File: config.mk
export PLATFORM = sky130hd
export DESIGN_NAME = tile_memory_reader
export DESIGN_NICKNAME = d
export VERILOG_FILES = /design/src/rtl/tile_mem_pkg.sv /design/src/rtl/tile_rd_pipe.sv /design/src/rtl/tile_memory_reader.sv
export SDC_FILE = /design/constraint.sdc
export NUM_CORES = 1
export LEC_CHECK = 0
export ABC_AREA = 1
export BUFFER_PORTS_ARGS = -buffer_cell sky130_fd_sc_hd__buf_2
export CAP_MARGIN = 20
export CORE_AREA = 2 2 111 113
export DETAILED_ROUTE_END_ITERATION = 8
export DIE_AREA = 0 0 113 115
export PLACE_DENSITY = 0.85
export SLEW_MARGIN = 20
export SYNTH_ARGS = -nofsm -noshare
export SYNTH_HDL_FRONTEND = slang
export SYNTH_SLANG_ARGS = --single-unit
File: constraint.sdc
create_clock -name clk -period 1.95 [get_ports clk]
set_input_delay 0.39 -clock clk [delete_from_list [all_inputs] [get_ports clk]]
set_output_delay 0.39 -clock clk [all_outputs]
set_load 0.03 [all_outputs]
File: src/rtl/tile_mem_pkg.sv
// Shared layout for the 36-entry x 4-bit tile SRAM: sizes, reader FSM states
// and the nibble-slot helpers used by both the writer and the reader.
package tile_mem_pkg;

    localparam int NUM_EDGE    = 24;
    localparam int NUM_CENTER  = 12;
    localparam int NUM_TILES   = NUM_EDGE + NUM_CENTER;
    localparam int DW          = 4;
    localparam int AW          = 6;
    localparam int EDGE_BITS   = NUM_EDGE * DW;
    localparam int CENTER_BITS = NUM_CENTER * DW;

    localparam logic [AW-1:0] FIRST_EDGE_ADDR   = '0;
    localparam logic [AW-1:0] FIRST_CENTER_ADDR = AW'(NUM_EDGE);
    localparam logic [AW-1:0] LAST_ADDR         = AW'(NUM_TILES - 1);

    typedef enum logic [1:0] {
        IDLE  = 2'd0,
        READ  = 2'd1,
        DRAIN = 2'd2,
        FIN   = 2'd3
    } rd_state_e;

    // Tile 0 sits in the most significant nibble of its bus.
    function automatic int edge_slot_lsb(input int i);
        return (NUM_EDGE - 1 - i) * DW;
    endfunction

    function automatic int center_slot_lsb(input int j);
        return (NUM_CENTER - 1 - j) * DW;
    endfunction

endpackage

File: src/rtl/tile_rd_pipe.sv
// RD_LAT-deep delay line that carries each issued read index alongside the
// SRAM access so the returning nibble lands in the right slot.
module tile_rd_pipe
    import tile_mem_pkg::*;
#(
    parameter int RD_LAT = 0
) (
    input  logic          clk,
    input  logic          rst,
    input  logic          in_valid,
    input  logic [AW-1:0] in_idx,
    output logic          out_valid,
    output logic [AW-1:0] out_idx
);

    generate
        if (RD_LAT == 0) begin : g_comb
            logic unused_clk_rst;
            assign unused_clk_rst = &{1'b0, clk, rst};
            assign out_valid = in_valid;
            assign out_idx   = in_idx;
        end else begin : g_pipe
            logic [RD_LAT-1:0] v_q;
            logic [AW-1:0]     idx_q [RD_LAT];

            always_ff @(posedge clk) begin
                if (rst) begin
                    v_q <= '0;
                    for (int s = 0; s < RD_LAT; s++) begin
                        idx_q[s] <= '0;
                    end
                end else begin
                    v_q[0]   <= in_valid;
                    idx_q[0] <= in_idx;
                    for (int s = 1; s < RD_LAT; s++) begin
                        v_q[s]   <= v_q[s-1];
                        idx_q[s] <= idx_q[s-1];
                    end
                end
            end

            assign out_valid = v_q[RD_LAT-1];
            assign out_idx   = idx_q[RD_LAT-1];
        end
    endgenerate

endmodule

File: src/rtl/tile_memory_reader.sv
// Sweeps the tile SRAM once per START and repacks the nibbles into the edge and
// center buses. Optional CHECKSUM output with `define TILE_READER_CHECKSUM_EN.
module tile_memory_reader
    import tile_mem_pkg::*;
#(
    parameter int RD_LAT = 0
) (
    input  logic                   clk,
    input  logic                   rst,
    input  logic                   START,
    output logic [AW-1:0]          ADDR,
    input  logic [DW-1:0]          DATA_IN,
    output logic                   BUSY,
    output logic                   DONE,
    output logic [EDGE_BITS-1:0]   EDGE_DATA_OUT,
    output logic [CENTER_BITS-1:0] CENTER_DATA_OUT,
    output logic [1:0]             state_dbg
`ifdef TILE_READER_CHECKSUM_EN
    ,
    output logic [DW-1:0]          CHECKSUM
`endif
);

    // START is a request sampled only in IDLE (no queueing); DONE is a single
    // cycle completion pulse and the snapshot holds from then until next START.
    rd_state_e             state_q, state_d;
    logic [AW-1:0]         addr_q, addr_d;
    logic [1:0]            drain_q, drain_d;
    logic                  start_acc;
    logic                  issue_valid;
    logic                  cap_valid;
    logic [AW-1:0]         cap_idx;
    logic [EDGE_BITS-1:0]  edge_q;
    logic [CENTER_BITS-1:0] center_q;

    always_ff @(posedge clk) begin
        if (rst) begin
            state_q <= IDLE;
            addr_q  <= '0;
            drain_q <= '0;
        end else begin
            state_q <= state_d;
            addr_q  <= addr_d;
            drain_q <= drain_d;
        end
    end

    always_comb begin
        state_d   = state_q;
        addr_d    = addr_q;
        drain_d   = drain_q;
        start_acc = 1'b0;
        case (state_q)
            IDLE: begin
                addr_d = FIRST_EDGE_ADDR;
                if (START) begin
                    start_acc = 1'b1;
                    state_d   = READ;
                end
            end
            READ: begin
                if (addr_q == LAST_ADDR) begin
                    addr_d  = '0;
                    drain_d = '0;
                    state_d = (RD_LAT > 0) ? DRAIN : FIN;
                end else begin
                    addr_d = addr_q + 1'b1;
                end
            end
            DRAIN: begin
                if (drain_q == 2'(RD_LAT - 1)) begin
                    state_d = FIN;
                end else begin
                    drain_d = drain_q + 1'b1;
                end
            end
            FIN: begin
                addr_d  = '0;
                state_d = IDLE;
            end
            default: state_d = IDLE;
        endcase
    end

    assign ADDR        = addr_q;
    assign BUSY        = (state_q == READ) || (state_q == DRAIN);
    assign DONE        = (state_q == FIN);
    assign state_dbg   = state_q;
    assign issue_valid = (state_q == READ);

    tile_rd_pipe #(
        .RD_LAT (RD_LAT)
    ) u_pipe (
        .clk       (clk),
        .rst       (rst),
        .in_valid  (issue_valid),
        .in_idx    (addr_q),
        .out_valid (cap_valid),
        .out_idx   (cap_idx)
    );

    // Slots are overwritten in place; nothing is cleared on START.
    always_ff @(posedge clk) begin
        if (rst) begin
            edge_q   <= '0;
            center_q <= '0;
        end else if (cap_valid) begin
            for (int i = 0; i < NUM_EDGE; i++) begin
                if (cap_idx == AW'(i)) begin
                    edge_q[edge_slot_lsb(i) +: DW] <= DATA_IN;
                end
            end
            for (int j = 0; j < NUM_CENTER; j++) begin
                if (cap_idx == FIRST_CENTER_ADDR + AW'(j)) begin
                    center_q[center_slot_lsb(j) +: DW] <= DATA_IN;
                end
            end
        end
    end

    assign EDGE_DATA_OUT   = edge_q;
    assign CENTER_DATA_OUT = center_q;

`ifdef TILE_READER_CHECKSUM_EN
    logic [DW-1:0] csum_q;

    always_ff @(posedge clk) begin
        if (rst) begin
            csum_q <= '0;
        end else if (start_acc) begin
            csum_q <= '0;
        end else if (cap_valid) begin
            csum_q <= csum_q ^ DATA_IN;
        end
    end

    assign CHECKSUM = csum_q;
`endif

endmodule
==> reports/results.ini <==
[setup_path]
timing.critical_path.to=BUSY
cp-start-kind=flip-flop
path_cells=buf_4, inv_1, ha_4, buf_4
timing.critical_path.from=state_dbg[0]
reg2reg_depth=8
cp.depth=4
crit_family=buffers and inverters
critPathKind=reg -> out
end_kind=primary output
timing.rr.end=CENTER_DATA_OUT[43]
r2r_start=state_dbg[1]
crit_fanout=5
cp_common_cell=buf_4
slowest_delay_ns=0.33
cp_slowest_cell=dfxtp_1
r2r_setup_slack_ns=0.12
critPathBufInv=3
crit_required_ns=1.56
cp.arrival_ns=1.45

[timing]
min_period_ns=1.84
relSlewSlack=0.705
hold_slack_ns=0.168
period_share=0.942
tightest_slew_ns=0.443
max_freq_mhz=545
setup_violations=0
hold_violations=0
drv_slew=0
skew_ns=0.00664
timing.final.ws_setup_ns=0.114
rsz0062_at_grt=true

[die]
die_h_um=115
die_area_sq_um=13000
die_w_um=113
io_pins=161
initial_core_util=0.521
num_rows=40
core_sq_um=11800

[final_layout]
final_nets=977
fin_util=0.652
diodes=0
syn_to_final_growth_pct=25.1
n_fill_cell=1034
drive_gt1_frac=0.263
finalInstanceArea_sq_um=7700

[global_route]
antenna_found_initial=0
grt_pass1_wl_um=25700
grt_pass1_vias=5111
grt_max_degree=54
grtUsageTotal=0.249
grt-ovfl-total=0

[placed_design]
portBuffers=160
hpwl_um=11500
placed_cell_area_sq_um=7110
gp_congestion=0.898
dp_slack_ns=0.165

[clocking]
clkLatencyLatePin_ns=0.42
htreeDepth=4
postCtsSetupRepairBufs=0
clock_sinks=154
cts_made_buffers=17
clk_pin_slew_worst_paths_ns=0.06
cts_tree=yes
root_buffer=clkbuf_16
clockBufferDepth=2

[drt]
routedWlPerCell_um=14.4
dr.first_iter.drc_count=534
dr_total_vias=5657
wl_um=16100
ant_nets=0
vias_per_cell=5.06
drc=11
drt_pass1_iterations=8

[yosys]
synth_largest_area_cell=dfxtp_1
yosysUniqueCellTypes=23
ys_ff_latch=154
syn-num-nets=819
ys_top_cells_by_area=dfxtp_1 50%, nor2_1 19%, o21ai_0 12%, nor2_4 3.1%, inv_1 2.6%
synth_top_cell_area_share=0.501
netlist_instances=801
synth_area_sq_um=6150
ys_warn_count=0
avgSynthCellArea_sq_um=7.68
synth-seq-area-share=0.501

[pwr]
p_leak_uw=0.00386
power_density_nw_per_um2=1040
vdd_drop_max_uv=598

[worst_hold_path]
holdCritPathClass=in -> reg
min_path_cells=2

[run_status]
status=complete, but fails checks
violations=DRC

[flow_run]
maxCapViolCount=0

per-layer routing:
layer  up-vias  wire (um)  global-route usage
met5         -          0                   0
met4         0        218              0.0748
met3        21       1320              0.0712
met2       227       7520               0.415
met1      2559       7080               0.315
li1       2850          -                   -
cells in the final DEF, fill, tap and decap left out, drive strengths merged:
cell type | synthesis | layout
clkbuf | 18 | 23
ha | 11 | 11
nor2 | 335 | 335
nand2 | 30 | 30
bufinv | 0 | 2
o21ai | 148 | 148
nand3 | 19 | 19
buf | 18 | 175
inv | 60 | 59
dfxtp | 154 | 154
xor2 | 2 | 2
a21oi | 6 | 6
clkinv | 0 | 7
final cells by class:
| class | instances | area (sq um) | area share |
|---|---|---|---|
| clock buffers | 23 | 478 | 0.0621 |
| multi-input cells | 551 | 2670 | 0.346 |
| flip-flops and latches | 154 | 3080 | 0.401 |
| inverters | 60 | 226 | 0.0294 |
| repair buffers | 175 | 966 | 0.125 |
| well taps | 147 | 184 | 0.0239 |
| clock inverters | 8 | 93.8 | 0.0122 |
how the worst min path moves through the flow:
stage / start / end / slack (ns)
after floorplan: drain_q[1] / drain_q[1] / 0.46
after global placement: CENTER_DATA_OUT[1] / CENTER_DATA_OUT[1] / 0.46
after detailed placement: CENTER_DATA_OUT[7] / CENTER_DATA_OUT[7] / 0.47
after CTS: rst / ADDR[1] / 0.15
after global routing: rst / ADDR[1] / 0.16
final: rst / ADDR[1] / 0.17
logic make-up after synthesis:
group	after synthesis	synth area share
fa+ha+maj	11	0.0224
simple gates	384	0.280
flops	154	0.501
buf+inv	96	0.0681
compound gates	154	0.125
xor+xnor	2	0.00285
flip-flops by register name (all words and copies together) (netlist names):
register	flops
ADDR	6
CENTER_DATA_OUT	48
drain_q	2
state_dbg	2
EDGE_DATA_OUT	96
cell usage after synthesis (all sizes together):
cell,count
nand3,19
o21ai,148
nand2,30
clkbuf,18
buf,18
a21oi,6
nor2,335
ha,11
inv,60
xor2,2
dfxtp,154
power breakdown:
group / switching [uW] / internal (uW) / leakage [uW]
clock: 1210 / 1970 / 0.000287
sequential: 75.2 / 3260 / 0.00124
combinational: 1030 / 455 / 0.00233
total: 2310 / 5680 / 0.00386
what timing repair did:
item,4_1_cts,5_1_grt
gates resized for setup,1,3
pin swaps,0,0
endpoints found under the setup margin,1,8
hold buffers,0,0
per-stage QoR:
step                      setup TNS (ns)  power, uW  std cells
after floorplan                        0       4470        801
after global placement                 0       4790       1087
after detailed placement               0       4810       1087
after CTS                              0       7990       1118
after global routing             -0.0123       8320       1118
final                                  0       8000       1118
No activity file was read; power rests on OpenSTA's default activity.
